File: src/rtl/graph_pkg.sv
// Shared definitions for the graph search block and its edge RAM producer:
// sizing, edge word layout, writer FSM encoding and the pose validity check.
package graph_pkg;

  localparam int N_POSE = 66;
  localparam int N_EDGE = 1034;
  localparam int ADDR_W = 11;
  localparam int POSE_W = 8;
  localparam int WORD_W = 2 * POSE_W;

  // Edge word layout: first pose in the upper byte, second pose in the lower byte.
  localparam int FIRST_MSB  = 15;
  localparam int FIRST_LSB  = 8;
  localparam int SECOND_MSB = 7;
  localparam int SECOND_LSB = 0;

  // Writer FSM state encoding.
  typedef enum logic [1:0] {
    ST_IDLE = 2'd0,
    ST_LOAD = 2'd1,
    ST_DONE = 2'd2
  } writer_state_e;

  // An edge is unusable when either pose is out of range or it is a self-loop.
  function automatic logic edge_bad(input logic [POSE_W-1:0] first,
                                    input logic [POSE_W-1:0] second);
    return (first >= POSE_W'(N_POSE)) | (second >= POSE_W'(N_POSE)) | (first == second);
  endfunction

  // Pack a pose pair into the edge RAM word.
  function automatic logic [WORD_W-1:0] edge_word(input logic [POSE_W-1:0] first,
                                                  input logic [POSE_W-1:0] second);
    logic [WORD_W-1:0] w;
    w = '0;
    w[FIRST_MSB:FIRST_LSB]   = first;
    w[SECOND_MSB:SECOND_LSB] = second;
    return w;
  endfunction

endpackage

File: src/rtl/graph_edge_writer.sv
// Producer side of the graph edge RAM. Writes each accepted edge at the next
// consecutive address, builds the per-edge exclusion mask and raises done when
// the set is complete so the search engine can start.
//
// Handshake: an edge transfers on a rising CLK edge where inValid and inReady
// are both 1. inReady is registered and only depends on writer state, never on
// inValid. A start pulse in the same cycle wins and the offered edge is dropped.
module graph_edge_writer
  import graph_pkg::*;
(
  input  logic                CLK,
  input  logic                RST_n,
  input  logic                start,
  input  logic                inValid,
  output logic                inReady,
  input  logic [POSE_W-1:0]   inFirst,
  input  logic [POSE_W-1:0]   inSecond,
  input  logic                inCollide,
  input  logic                inLast,
  output logic                ramWe,
  output logic [ADDR_W-1:0]   ramWrAddress,
  output logic [WORD_W-1:0]   ramWrData,
  output logic [N_EDGE-1:0]   edgeMask,
  output logic [ADDR_W-1:0]   edgeCount,
  output logic                busy,
  output logic                done,
  output writer_state_e       dbg_state
);

  localparam logic [ADDR_W-1:0] LAST_ADDR = ADDR_W'(N_EDGE - 1);

  writer_state_e       r_state;
  logic                r_in_ready;
  logic                r_ram_we;
  logic [ADDR_W-1:0]   r_ram_addr;
  logic [WORD_W-1:0]   r_ram_data;
  logic [N_EDGE-1:0]   r_edge_mask;
  logic [ADDR_W-1:0]   r_edge_count;
  logic                r_busy;
  logic                r_done;

  logic                w_hs;
  logic                w_term;
  logic                w_bad;

  assign w_hs   = inValid & r_in_ready;
  assign w_term = inLast | (r_edge_count == LAST_ADDR);
  assign w_bad  = edge_bad(inFirst, inSecond);

  // Writer FSM: load control, RAM write port, mask and count, all registered.
  always_ff @(posedge CLK or negedge RST_n) begin
    if (!RST_n) begin
      r_state      <= ST_IDLE;
      r_in_ready   <= 1'b0;
      r_ram_we     <= 1'b0;
      r_ram_addr   <= '0;
      r_ram_data   <= '0;
      r_edge_mask  <= '1;
      r_edge_count <= '0;
      r_busy       <= 1'b0;
      r_done       <= 1'b0;
    end else begin
      r_ram_we <= 1'b0;
      if (start) begin
        // Start from any state restarts the load; unwritten edges stay masked.
        r_state      <= ST_LOAD;
        r_in_ready   <= 1'b1;
        r_edge_mask  <= '1;
        r_edge_count <= '0;
        r_busy       <= 1'b1;
        r_done       <= 1'b0;
      end else if (r_state == ST_LOAD && w_hs) begin
        r_ram_we                  <= 1'b1;
        r_ram_addr                <= r_edge_count;
        r_ram_data                <= edge_word(inFirst, inSecond);
        r_edge_mask[r_edge_count] <= inCollide | w_bad;
        r_edge_count              <= r_edge_count + ADDR_W'(1);
        // The last RAM slot always terminates, so edgeCount < N_EDGE holds
        // for as long as inReady is 1 in LOAD.
        if (w_term) begin
          r_state    <= ST_DONE;
          r_in_ready <= 1'b0;
          r_busy     <= 1'b0;
          r_done     <= 1'b1;
        end
      end
    end
  end

  assign inReady      = r_in_ready;
  assign ramWe        = r_ram_we;
  assign ramWrAddress = r_ram_addr;
  assign ramWrData    = r_ram_data;
  assign edgeMask     = r_edge_mask;
  assign edgeCount    = r_edge_count;
  assign busy         = r_busy;
  assign done         = r_done;
  assign dbg_state    = r_state;

endmodule

File: config.mk
export PLATFORM = sky130hd
export DESIGN_NAME = graph_edge_writer
export DESIGN_NICKNAME = d
export VERILOG_FILES = /design/src/rtl/graph_pkg.sv /design/src/rtl/graph_edge_writer.sv
export SDC_FILE = /design/constraint.sdc
export NUM_CORES = 2
export LEC_CHECK = 0
export ABC_AREA = 0
export BUFFER_PORTS_ARGS = -buffer_cell sky130_fd_sc_hd__buf_2
export CAP_MARGIN = 10
export CORE_ASPECT_RATIO = 0.6
export CORE_MARGIN = 2
export CORE_UTILIZATION = 30
export DETAILED_ROUTE_END_ITERATION = 10
export GPL_ROUTABILITY_DRIVEN = 0
export SLEW_MARGIN = 20
export SYNTH_ARGS = -nofsm -noshare
export SYNTH_HDL_FRONTEND = slang
export SYNTH_SLANG_ARGS = --single-unit
File: constraint.sdc
create_clock -name CLK -period 2.6 [get_ports CLK]
set_input_delay 0.26 -clock CLK [delete_from_list [all_inputs] [get_ports CLK]]
set_output_delay 0.26 -clock CLK [all_outputs]
set_load 0.03 [all_outputs]
==> metrics.md <==
| Metric | Value |
|---|---|
| Tot Pwr | 35.5 mW |
| Setup Skew | 78.2 ps |
| Rel. slew slack | 35.8% |
| Status | completed |
| Startpoint types | register |
| Share of cells above drive strength 1 | 45.3% |
| GRT Util Overall | 31.0% |
| Final Hold Violating Endpoints | 0 |
| Vias in the first global route | 48.8k |
| WL final | 284000 um |
| Via Count | 51.8k |
| Worst slew pin tran | 963 ps |
| CP bufs+invs | 3 |
| CTS max path bufs | 3 |
| Clock sinks | 1075 |
| Mean Syn Cell Area | 9.78 um2 |
| First-pass GRT wire length | 392000 um |
| Critical path cell sequence | inv_1 -> ha_1 -> and4b_1 -> buf_12 -> nand2_4 -> buf_12 -> nor3_1 -> a21oi_1 |
| Main synth FF type | dfstp_2 |
| Tmin final | 2440 ps |
| Crit path max fanout | 16 |
| Antenna Violating Nets Remaining | 0 |
| Fin. max-slew vios | 0 |
| Leak | 21.0 nW |
| Initial Util | 30.3% |
| Fin cells | 8345 |
| EDFF count, synth | 0 |
| Pwr dens | 548 nW/um2 |
| Clk pin slew, worst setup/hold paths | 70 ps |
| DR vias/cell | 6.21 |
| Die Y | 325 um |
| # IOs | 1100 |
| Cts repair resizes | 0 |
| Grt ovf | 0 |
| CP max stage delay | 490 ps |
| Yosys top cell by area | dfstp_2 |
| DR pass1 iterations | 6 |
| Largest net degree at the start of global routing | 152 |
| Port bufs | 1099 |
| Max Freq | 409 MHz |
| Initial antenna violation count | 18 |
| Number of remaining DRC errors | 0 |
| Crit-path slowest cell | dfrtp_1 |
| Mapped cell area | 51400 um2 |
| Syn. warnings | 0 |
| Total CTS buffers | 107 |
| Synth unique cells | 34 |
| Full die area | 175000 um2 |
| Most frequent cells in the layout | buf_2, nor3_1, a21oi_1 |
| Area of the core | 170000 um2 |
| Crit end category | register |
| WP data arrival | 3080 ps |
| H-tree levels | 3 |
| Post-synthesis sequential area ratio | 54.9% |
| CP dominant cell by count | buf_12 |
| Area Overhead vs Synth | 26.0% |
| Reg area | 28200 um2 |
| Area share of the largest cell type after synthesis | 52.9% |
| Mapped Cells | 5252 |
| Kind of critical path | register to register |
| CTS tree | yes |
| DIE WIDTH | 538 um |
| RSZ-0062 raised after global routing | no |
| Largest cells by area after synthesis | dfstp_2, a211oi_1, nor3_1, a21oi_1, clkbuf_1 |
| Flop and latch count out of synthesis | 1075 |
| Worst-Skew Late Latency | 770 ps |
| Post-route setup TNS | 0 ps |
| Detailed Route Iter0 Violations | 7586 |
| Post-placement cell count | 8129 |
| Commonest non-fill, non-tap cell in the layout | buf_2 |
| Max-Cap Viols | 0 |
| Footprint of the multi-input gates | 20100 um2 |
| Tightest Hold Check Type | input port to register |
| WP data required | 3240 ps |
| Cell family with most CP delay | simple AND/OR/NAND/NOR gates |
| Rows | 117 |
| Syn nets | 5278 |
| Period utilization | 93.9% |
| Final nets | 6021 |
| Async S/R FF share, synth | 100% |
| Final setup viols | 0 |
| Clk root buf | clkbuf_16 |
| VDD IR max | 513 uV |
| Post-DP HPWL | 182000 um |
| Fillers | 16.6k |
| WL/cell | 34.1 um |
## final timing paths
kind / slack (ps) / from / to / cells past startpoint
max in group asynchronous: 1350 / RST_n / edgeMask[374] / 3
max: 160 / edgeCount[0] / edgeMask[978] / 8
min in group asynchronous: 590 / RST_n / edgeMask[64] / 2
min reg2reg: 500 / ramWrData[1] / ramWrData[1] / 1
max reg2reg: 160 / edgeCount[0] / edgeMask[978] / 8
min: 190 / inValid / edgeCount[1] / 4
## state kept, by name, indices dropped and copies added, names as in the netlist
signal	flops
dbg_state	2
edgeMask	1034
edgeCount	11
ramWrData	16
ramWrAddress	11
ramWe	1
## routing by layer
| metal | part of all wire (%) | vias to the layer above | GRT usage [%] | wire length, um |
|---|---|---|---|---|
| met5 | 0.0060 | - | 0 | 17 |
| met4 | 6.0 | 2 | 16.4 | 17000 |
| met3 | 13 | 779 | 11.3 | 37300 |
| met2 | 41 | 3964 | 43.3 | 118000 |
| met1 | 40 | 25948 | 41.6 | 112000 |
| li1 | - | 21118 | - | - |
## report_power, final
group          switching, mW  leakage [nW]  total (mW)  internal, mW
clock                   7.59          1.78        16.7          9.15
sequential            0.0431          11.4        16.9          16.9
combinational           1.48          7.80        1.86         0.378
total                   9.11          21.0        35.5          26.4
## layout make-up
type | count | share of cell area, %
clock inverters | 44 | 1.05
flip-flops and latches | 1075 | 43.5
well taps | 2261 | 4.37
repair buffers | 1460 | 15.4
diodes | 5 | 0.0193
clock buffers | 149 | 4.63
inverters | 3 | 0.0174
multi-input cells | 3348 | 31.0
## Yosys cell counts, drive strengths merged, types with 9 or more instances
| cell type | number |
|---|---|
| a211oi | 1033 |
| a21oi | 1038 |
| and2 | 65 |
| buf | 290 |
| clkbuf | 536 |
| dfrtp | 41 |
| dfstp | 1034 |
| mux2 | 27 |
| nand2 | 74 |
| nor2 | 10 |
| nor3 | 1041 |
| nor3b | 9 |
| xor2 | 10 |
## cell families after synthesis
group,count (synthesis),synth area share [%]
buf+inv,829,6.75
xor+xnor,14,0.239
flops,1075,54.9
simple gates,1225,12.1
mux,27,0.592
compound gates,2078,25.3
fa+ha+maj,4,0.0974
## worst reg2reg max path: stages, from the launching register on
cell     delay (ps)
dfrtp_1         490
inv_1           170
ha_1            190
and4b_1         250
buf_12          200
nand2_4         290
buf_12          280
nor3_1          390
a21oi_1         130
## repair_timing
action	4_1_cts	5_1_grt
endpoints found under the hold margin	27	0
buffers inserted	0	0
hold buffers	18	0
setup endpoints to repair	0	0
## per-stage QoR
stage	cell area (um2)	util (%)	worst slack (ps)	hold WS [ps]
2_1_floorplan	51400	-	500	-35.6
3_3_place_gp	60900	35.9	348	486
3_5_place_dp	60900	35.9	313	490
4_1_cts	64700	38.1	271	109
5_1_grt	64800	38.1	110	146
6_report	64800	38.1	157	190
Power figures use the tool's default switching activity.
